===== src/rtl/project_echo_pkg.sv =====
// Shared types for the echo sample pacer.
// Sample width, pacer FSM states and a saturating increment helper.
package project_echo_pkg;

  localparam int ECHO_NBITS = 11;

  typedef logic [ECHO_NBITS-1:0] echo_sample_t;

  typedef enum logic [1:0] {
    PACER_IDLE,
    PACER_RUN,
    PACER_ISSUE
  } pacer_state_t;

  function automatic logic [15:0] sat_inc16(
    input logic [15:0] v
  );
    return (v == 16'hFFFF) ? v : v + 16'd1;
  endfunction

endpackage


===== src/rtl/project_echo_SampleFifo.sv =====
// Sample FIFO for the pacer: no bypass, sync active-low reset.
// Exposes the head and the entry behind it for back-to-back issue.
module project_echo_SampleFifo #(
  parameter int NBITS = 11,
  parameter int DEPTH = 8
) (
  input  logic                     clk,
  input  logic                     rst_n_i,
  input  logic                     push_i,
  input  logic [NBITS-1:0]         push_data_i,
  input  logic                     pop_i,
  output logic                     full_o,
  output logic                     empty_o,
  output logic [$clog2(DEPTH):0]   count_o,
  output logic [NBITS-1:0]         head_o,
  output logic [NBITS-1:0]         head2_o
);

  localparam int AW = $clog2(DEPTH);
  localparam int CW = AW + 1;

  logic [NBITS-1:0] mem_q [DEPTH];
  logic [AW-1:0]    wptr_q;
  logic [AW-1:0]    rptr_q;
  logic [CW-1:0]    count_q;
  logic             do_push;
  logic             do_pop;

  assign full_o  = (count_q == CW'(DEPTH));
  assign empty_o = (count_q == '0);
  assign count_o = count_q;
  assign head_o  = mem_q[rptr_q];
  assign head2_o = mem_q[rptr_q + AW'(1)];

  assign do_push = push_i && !full_o;
  assign do_pop  = pop_i && !empty_o;

  always_ff @(posedge clk) begin
    if (do_push) begin
      mem_q[wptr_q] <= push_data_i;
    end
  end

  always_ff @(posedge clk) begin
    if (!rst_n_i) begin
      wptr_q  <= '0;
      rptr_q  <= '0;
      count_q <= '0;
    end else begin
      if (do_push) begin
        wptr_q <= wptr_q + AW'(1);
      end
      if (do_pop) begin
        rptr_q <= rptr_q + AW'(1);
      end
      case ({do_push, do_pop})
        2'b10:   count_q <= count_q + CW'(1);
        2'b01:   count_q <= count_q - CW'(1);
        default: count_q <= count_q;
      endcase
    end
  end

endmodule


===== src/rtl/project_echo_sample_pacer.sv =====
// Paced sample transmitter feeding the echo unit's recv port.
// Define ECHO_PACER_ZERO_FILL_EN to issue zero samples on underrun.
module project_echo_sample_pacer
  import project_echo_pkg::*;
#(
  parameter int NBITS    = ECHO_NBITS,
  parameter int DEPTH    = 8,
  parameter int PERIOD_W = 16
) (
  input  logic                   clk,
  input  logic                   reset,
  input  logic                   cfg_en,
  input  logic [PERIOD_W-1:0]    cfg_period,
  input  logic                   in_val,
  output logic                   in_rdy,
  input  logic [NBITS-1:0]       in_msg,
  output logic                   send_val,
  input  logic                   send_rdy,
  output logic [NBITS-1:0]       send_msg,
  output logic [$clog2(DEPTH):0] fifo_count,
  output logic [15:0]            underrun_cnt,
  output logic [15:0]            late_cnt
);

  localparam int FW = $clog2(DEPTH) + 1;

`ifdef ECHO_PACER_ZERO_FILL_EN
  localparam bit ZERO_FILL = 1'b1;
`else
  localparam bit ZERO_FILL = 1'b0;
`endif

  pacer_state_t        state_q;
  logic [PERIOD_W-1:0] tick_cnt_q;
  logic                send_val_q;
  logic [NBITS-1:0]    send_msg_q;
  logic                zero_q;
  logic [15:0]         underrun_q;
  logic [15:0]         late_q;
  logic                rdy_q;

  logic                full;
  logic                empty;
  logic [NBITS-1:0]    head;
  logic [NBITS-1:0]    head2;
  logic                push;
  logic                pop;
  logic                hs;
  logic                tick;
  logic                service;
  logic                avail;
  logic                late_ev;
  logic [NBITS-1:0]    next_msg;
  logic [PERIOD_W-1:0] reload;

  assign in_rdy = rdy_q && !full;
  assign push   = in_val && in_rdy;
  assign hs     = (state_q == PACER_ISSUE) && send_rdy;
  assign pop    = hs && !zero_q;

  assign reload = (cfg_period == '0) ? '0
                : cfg_period - PERIOD_W'(1);
  assign tick   = (state_q != PACER_IDLE)
               && (tick_cnt_q == '0);

  // A tick on the handshake cycle looks past the entry being popped.
  assign avail    = pop ? (fifo_count >= FW'(2)) : !empty;
  assign next_msg = pop ? head2 : head;

  assign service = tick && cfg_en
                && ((state_q == PACER_RUN) || hs);
  assign late_ev = (state_q == PACER_ISSUE)
                && tick && !send_rdy;

  project_echo_SampleFifo #(
    .NBITS (NBITS),
    .DEPTH (DEPTH)
  ) u_fifo (
    .clk         (clk),
    .rst_n_i     (reset),
    .push_i      (push),
    .push_data_i (in_msg),
    .pop_i       (pop),
    .full_o      (full),
    .empty_o     (empty),
    .count_o     (fifo_count),
    .head_o      (head),
    .head2_o     (head2)
  );

  always_ff @(posedge clk) begin
    if (!reset) begin
      state_q    <= PACER_IDLE;
      tick_cnt_q <= '0;
      send_val_q <= 1'b0;
      send_msg_q <= '0;
      zero_q     <= 1'b0;
      underrun_q <= '0;
      late_q     <= '0;
      rdy_q      <= 1'b0;
    end else begin
      rdy_q <= 1'b1;

      if (state_q == PACER_IDLE) begin
        if (cfg_en) begin
          tick_cnt_q <= reload;
        end
      end else if (tick) begin
        tick_cnt_q <= reload;
      end else begin
        tick_cnt_q <= tick_cnt_q - PERIOD_W'(1);
      end

      if (late_ev) begin
        late_q <= sat_inc16(late_q);
      end
      if (service && !avail) begin
        underrun_q <= sat_inc16(underrun_q);
      end

      case (state_q)
        PACER_IDLE: begin
          if (cfg_en) begin
            state_q <= PACER_RUN;
          end
        end
        PACER_RUN: begin
          if (!cfg_en) begin
            state_q <= PACER_IDLE;
          end
        end
        PACER_ISSUE: begin
          if (hs) begin
            state_q    <= cfg_en ? PACER_RUN : PACER_IDLE;
            send_val_q <= 1'b0;
          end
        end
        default: state_q <= PACER_IDLE;
      endcase

      if (service) begin
        if (avail) begin
          state_q    <= PACER_ISSUE;
          send_val_q <= 1'b1;
          send_msg_q <= next_msg;
          zero_q     <= 1'b0;
        end else if (ZERO_FILL) begin
          state_q    <= PACER_ISSUE;
          send_val_q <= 1'b1;
          send_msg_q <= '0;
          zero_q     <= 1'b1;
        end
      end
    end
  end

  assign send_val     = send_val_q;
  assign send_msg     = send_msg_q;
  assign underrun_cnt = underrun_q;
  assign late_cnt     = late_q;

endmodule


===== config.mk =====
export PLATFORM = sky130hd
export DESIGN_NAME = project_echo_sample_pacer
export DESIGN_NICKNAME = d
export VERILOG_FILES = /design/src/rtl/project_echo_pkg.sv /design/src/rtl/project_echo_SampleFifo.sv /design/src/rtl/project_echo_sample_pacer.sv
export SDC_FILE = /design/constraint.sdc
export NUM_CORES = 1
export LEC_CHECK = 0
export BUFFER_PORTS_ARGS = -buffer_cell sky130_fd_sc_hd__buf_2
export CORE_ASPECT_RATIO = 0.5
export CORE_UTILIZATION = 45
export DETAILED_ROUTE_END_ITERATION = 8
export GPL_TIMING_DRIVEN = 0
export HOLD_SLACK_MARGIN = 0.08
export SETUP_SLACK_MARGIN = 0.02
export SYNTH_ARGS = -nofsm -noshare
export SYNTH_HDL_FRONTEND = slang
export SYNTH_SLANG_ARGS = --single-unit
export TNS_END_PERCENT = 30

===== constraint.sdc =====
create_clock -name clk -period 4.3 [get_ports clk]
set_clock_uncertainty 0.15 [all_clocks]
set_input_delay 0.43 -clock clk [delete_from_list [all_inputs] [get_ports clk]]
set_output_delay 0.43 -clock clk [all_outputs]
set_load 0.005 [all_outputs]

# Word-level counts from Yosys, hierarchy flattened
# Memories as Yosys holds them, arrays and structs flattened. A register that Yosys moved wholly into a read port is not among the register bits.
# Index checks and enable logic that the tools add are counted.
# W data, S select, Z words.
[word_totals] output_inout_bits=49 ramBits=88 inputBits=32 register_bits=73 word_cells=78 mem_count=1
[op_classes] bitwise=2 n_reduce_logical=25 magnitude_cmp=1 muxes=23 n_addsub=8 eq_ne=8
[mem_list] memory="u_fifo.mem_q" depth=8 width=11 read_ports=2 rd_clocked_by_memory_dff=1 wr=1 line="project_echo_SampleFifo.sv:22" text="logic [NBITS-1:0] mem_q [DEPTH];"
[ops] cell="$mux W16" n=4
[ops] cell="$add A16 B1 Y16 const B" n=2
[ops] cell="$eq A16 B16 Y1 const B" n=2
[ops] cell="$logic_not A16 Y1" n=2
[ops] cell="$sub A16 B1 Y16 const B" n=2
[ops] cell="$logic_and A1 B1 Y1" n=11
[ops] cell="$mux W11" n=1
[ops] cell="$mux W2" n=5
[ops] cell="$mux W1" n=9
[ops] cell="$pmux W4 S2" n=1
[ops] cell="$add A3 B1 Y3 const B" n=2
[ops] cell="$mux W3" n=2
[ops] cell="$pmux W2 S3" n=1
[ops] cell="$reduce_and A2 Y1" n=3
[ops] cell="$add A4 B1 Y4 const B" n=1
[ops] cell="$eq A2 B1 Y1 const B" n=2
[ops] cell="$eq A2 B2 Y1 const B" n=2
[ops] cell="$eq A4 B4 Y1 const B" n=1
[ops] cell="$ge A4 B2 Y1 const B" n=1
[ops] cell="$logic_not A1 Y1" n=4
[ops] cell="$logic_not A4 Y1" n=1
[ops] cell="$reduce_bool A2 Y1" n=2
[ops] cell="$sub A4 B1 Y4 const B" n=1
[ops] cell="$logic_not A2 Y1" n=1
[ops] cell="3 further kinds" n=4

# Logic depth before layout (Yosys ltp)
[depth] word_depth=7 ltp_mapped=11

# Modules after synthesis
# From an unflattened synthesis, not the netlist that was laid out.
[unflattened] cells_unflattened=706 area_unflattened_um2=8396.8
[modules_own_cells] module="project_echo_SampleFifo" cells_each=241 n_inst=1 area_each_um2=4647.0 seq_area_each_um2=2902.8
[modules_own_cells] module="project_echo_sample_pacer" cells_each=465 n_inst=1 area_each_um2=3749.8 seq_area_each_um2=1261.2

# Least setup slack after synthesis
# OpenSTA, ideal clock, no wires.
[synth_timing] kind="register -> register" startpoint="register u_fifo.count_q[0], in the netlist u_fifo.count_o[0]" endpoint="memory u_fifo.mem_q[0][0] (enable)" stages_incl_launch_ff=6 path_slack_ns=1.597 arrival_time_ns=2.159 period_less_slack_ns=2.703 cell_sequence="dfxtp_1 > nor3_1 > a21boi_1 > nand2_1 > or2_2 > nor3_1"
[synth_between] elab_chain_len=7
[synth_lines] item="start: declaration" line="project_echo_SampleFifo.sv:25" text="logic [CW-1:0] count_q;"
[synth_lines] item="start signal: assignment" line="project_echo_SampleFifo.sv:57" text="2'b10: count_q <= count_q + CW'(1);"
[synth_lines] item="start signal: assignment" line="project_echo_SampleFifo.sv:58" text="2'b01: count_q <= count_q - CW'(1);"
[synth_lines] item="start signal: assignment" line="project_echo_SampleFifo.sv:59" text="default: count_q <= count_q;"
[synth_lines] item="$eq A4 B4 Y1" line="project_echo_SampleFifo.sv:29" text="assign full_o = (count_q == CW'(DEPTH));"
[synth_lines] item="$logic_not A1 Y1" line="project_echo_sample_pacer.sv:56" text="assign in_rdy = rdy_q && !full;"
[synth_lines] item="$logic_and A1 B1 Y1" line="project_echo_sample_pacer.sv:56"
[synth_lines] item="named net in_rdy" line="project_echo_sample_pacer.sv:15" text="output logic in_rdy,"
[synth_lines] item="$logic_and A1 B1 Y1" line="project_echo_sample_pacer.sv:57" text="assign push = in_val && in_rdy;"
[synth_lines] item="$logic_and A1 B1 Y1" line="project_echo_SampleFifo.sv:35" text="assign do_push = push_i && !full_o;"
[synth_lines] item="$mux W1" line="project_echo_SampleFifo.sv:39" text="if (do_push) begin"
[synth_lines] item="$mux W1 (not written as such)" line="project_echo_SampleFifo.sv:40" text="mem_q[wptr_q] <= push_data_i;"
[synth_lines] item="end: declaration" line="project_echo_SampleFifo.sv:22"
# The timed path passes the listed nets, and every way through them passes these cells.

# Worst setup path in the final report
[layout_timing] startpoint="register u_fifo.rptr_q[0]" endpoint="register send_msg_q[3], in the netlist send_msg[3]"
[layout_between] elab_chain_len=3
[layout_lines] item="start: declaration" line="project_echo_SampleFifo.sv:24" text="logic [AW-1:0] rptr_q;"
[layout_lines] item="start signal: assignment" line="project_echo_SampleFifo.sv:54" text="rptr_q <= rptr_q + AW'(1);"
[layout_lines] item="$add A3 B1 Y3" line="project_echo_SampleFifo.sv:33" text="assign head2_o = mem_q[rptr_q + AW'(1)];"
[layout_lines] item="$mem_v2 Z8 W11"
[layout_lines] item="$mux W11" line="project_echo_sample_pacer.sv:68" text="assign next_msg = pop ? head2 : head;"
[layout_lines] item="end signal: assignment" line="project_echo_sample_pacer.sv:145" text="send_msg_q <= next_msg;"
[layout_lines] item="end: declaration" line="project_echo_sample_pacer.sv:36" text="logic [NBITS-1:0] send_msg_q;"
# No other way between the ends.
# A chain may end at the register's enable or synchronous reset.

==> out/qor.csv <==
stage,metric,value,unit
power,p_per_area,362.0,nW/µm²
sta,tightestPinTransition,1325,ps
route,drtAntennaViolNets,0,
placement,hpwl,15260,µm
floorplanning,start_util,46.80,%
yosys,synth_cell_type_count,65,
sta,max_freq,0.3132,GHz
power,intPower,2.574,mW
clock_network,path_clk_slew,70,ps
floorplanning,die_y,97.94,µm
sta,setup_tns,0,ps
yosys,netlist_area,8283,µm²
clock_network,insertion_delay,440,ps
final_layout,n_antenna_cell,0,
sta,period_share,74.25,%
power,p_seq_share,49.0,%
clock_network,clock-root-buffer,clkbuf_16,
route,drcViolationCount,0,
clock_network,clk_path_buf_depth,2,
route,vias,6821,
critical_path,path_class,reg -> reg,
route,drtIter0Drc,529,
hold_path,hp-class,in -> reg,
sta,rsz0062_at_grt,no,
route,avgViaCountPerCell,6.173,
yosys,synth_seq_cells,164,
sta,hold_viol_final,0,
job,cap_violations,0,
floorplanning,die_w,193.9,µm
power,comb_power_share,7.1,%
route,detail_route.wl_per_cell,20.61,µm
final_layout,syn_to_final_growth,15.91,%
sta,fin_crit,3193,ps
yosys,synth-seq-area-share,50.27,%
floorplanning,pin_count,81,
final_layout,drive_gt1_share,19.40,%
sta,whs,113.1,ps
power,clkPwrFrac,43.9,%
power,swShare,25.93,%
sta,setup_viol,0,
final_layout,finalNetCount,900,
clock_network,cts_tree,built,
global_route,grt_pass1_vias,6513,
global_route,grt_max_degree,18,
floorplanning,die-area,18990,µm²
floorplanning,core,17700,µm²
critical_path,startpoint_type,flip-flop,
global_route,antenna_found_initial,0,
floorplanning,rows,34,
yosys,postSynthAreaPerCell,10.96,µm²
critical_path,worstPathMaxFanout,10,
critical_path,crit_path_end_kind,flip-flop,
critical_path,required,4450,ps
clock_network,cts_buffers,17,
placement,gp_congestion,0.8599,
sta,relSlewSlack,11.37,%
clock_network,htree_levels,4,
yosys,synth_cells,756,
yosys,synth_ff_type,edfxtp_1,
global_route,grt_overflow,0,
yosys,async_flop_share,0,%
global_route,grt_usage,24.55,%
power,netSwitchingPower,0.9012,mW
global_route,grt_pass1_wl,35580,µm
yosys,synth_edf_count,88,
clock_network,cts_resized,0,
yosys,synth_fp_nets,798,
clock_network,cts.sinks,164,
route,first_pass_iters,5,
power,p_leak,3.245,nW
final_layout,fill_cells,1536,
placement,io_buffers,80,
route,finalWirelength,22780,µm
power,vdd_drop_max,0.2909,mV
status,status,"finished, final reports clean",
sta,slew_viol_final,0,
yosys,yosys_warnings,0,
critical_path,arrival,3340,ps
[registers in the layout, indices dropped and copies added (netlist names), named ones only]
register	flops
state_q	2
rdy_q	1
late_cnt	16
u_fifo.wptr_q	3
underrun_cnt	16
u_fifo.count_o	4
send_msg	11
u_fifo.mem_q	88
u_fifo.rptr_q	3
tick_cnt_q	16
send_val	1
[worst paths after layout]
kind	slack, ps	from	cells past startpoint	endpoint
max	1110	u_fifo.rptr_q[0]$_SDFFE_PN0N_	7	send_msg[3]$_SDFFE_PN0P_
min	110	in_msg[6]	1	u_fifo.mem_q[0][6]$_DFFE_PP_
max reg2reg	1110	u_fifo.rptr_q[0]$_SDFFE_PN0N_	7	send_msg[3]$_SDFFE_PN0P_
min reg2reg	310	send_msg[0]$_SDFFE_PN0P_	2	send_msg[0]$_SDFFE_PN0P_
[per-layer routing]
layer	vias to the layer above	global-route usage (%)	share of wire, %
met5	-	0	0
met4	0	9.585	2.1
met3	41	5.699	6.5
met2	252	38.35	46
met1	3363	33.35	45
li1	3165	-	-
[power by group through the flow]
stage | registers, mW | logic [mW] | clock network (mW)
4_1_cts | 1.70 | 0.243 | 1.55
6_report | 1.70 | 0.245 | 1.53
3_5_place_dp | 1.74 | 0.242 | 0
3_3_place_gp | 1.74 | 0.234 | 0
5_1_grt | 1.71 | 0.271 | 1.62
2_1_floorplan | 1.73 | 0.157 | 0
[logic make-up after synthesis]
| logic type | synth area share (%) |
|---|---|
| multiplexers | 10.57 |
| buffers and inverters | 2.870 |
| adder cells (fa/ha/maj) | 1.511 |
| XOR/XNOR | 2.432 |
| flip-flops | 50.27 |
| AO/OA/AOI/OAI | 14.80 |
| AND/OR/NAND/NOR | 17.54 |
[area by class of cell]
class | count | area [µm²] | area share, %
flip-flops and latches | 164 | 4164 | 43.37
multi-input cells | 535 | 3891 | 40.53
clock buffers | 19 | 452.9 | 4.718
repair buffers | 83 | 432.9 | 4.509
well taps | 234 | 292.8 | 3.050
plain buffers | 47 | 200.2 | 2.085
clock inverters | 13 | 128.9 | 1.342
inverters | 10 | 37.54 | 0.3910
[stage by stage]
stage / utilization (%) / area (µm²) / instances / setup WS (ps) / total power [mW]
after floorplan: - / 8283 / 756 / 1597 / 1.889
after global placement: 50.72 / 8976 / 1070 / 717.9 / 1.971
after detailed placement: 50.91 / 9009 / 1072 / 925.0 / 1.979
after CTS: 54.25 / 9600 / 1105 / 1118 / 3.497
after global routing: 54.25 / 9600 / 1105 / 1022 / 3.596
final: 54.25 / 9600 / 1105 / 1107 / 3.475
[critical path, stage by stage (launching register included)]
cell and delay [ps]:
dfxtp_1 320, ha_1 320, clkbuf_1 440, clkbuf_1 830
mux2i_1 320, a31oi_1 110, a31oi_1 460, o31ai_1 100
[cells in the final DEF (no fill, tap or decap), types with 11 or more instances in the layout]
cell type and n:
nand4_1 11, buf_2 85, a21oi_1 43, nor2_1 48, nand2_1 41, nor3_1 19
dfxtp_1 76, nor2b_1 23, clkbuf_1 34, xor2_1 17, mux4_2 22, a31oi_1 44
clkbuf_16 17, o21ai_0 26, nand3_1 22, edfxtp_1 88, o31ai_1 17, mux2i_1 38
or3_1 26, a2111oi_0 23
[cells in the mapped netlist (all sizes together), types with 5 or more instances]
master	count	area, µm²
dfxtp	76	1521
ha	10	125.1
buf	12	62.56
o31a	5	45.04
edfxtp	88	2643
or4	11	83.83
o31ai	17	127.6
inv	10	37.53
nand4	12	90.09
nor3	21	105.1
and4	5	46.30
nor2	48	180.2
nor4	9	86.33
nand2	41	153.9
o21a	7	52.55
mux4	22	495.5
and3	10	63.81
or3	26	162.7
a2111oi	23	201.4
or2	6	37.54
o21ai	26	130.1
clkbuf	34	127.6
mux2i	38	380.4
a21oi	43	215.2
nand3	22	110.1
a31oi	44	275.3
nor2b	23	143.9
xnor2	6	52.55
xor2	17	148.9
[timing repair]
| item | CTS | global route |
|---|---|---|
| endpoints found under the setup margin | 0 | 0 |
| hold buffers | 1 | 0 |
| endpoints found under the hold margin | 1 | 0 |
| buffers inserted | 0 | 0 |
Note: power is estimated with default switching activity, not from simulation.
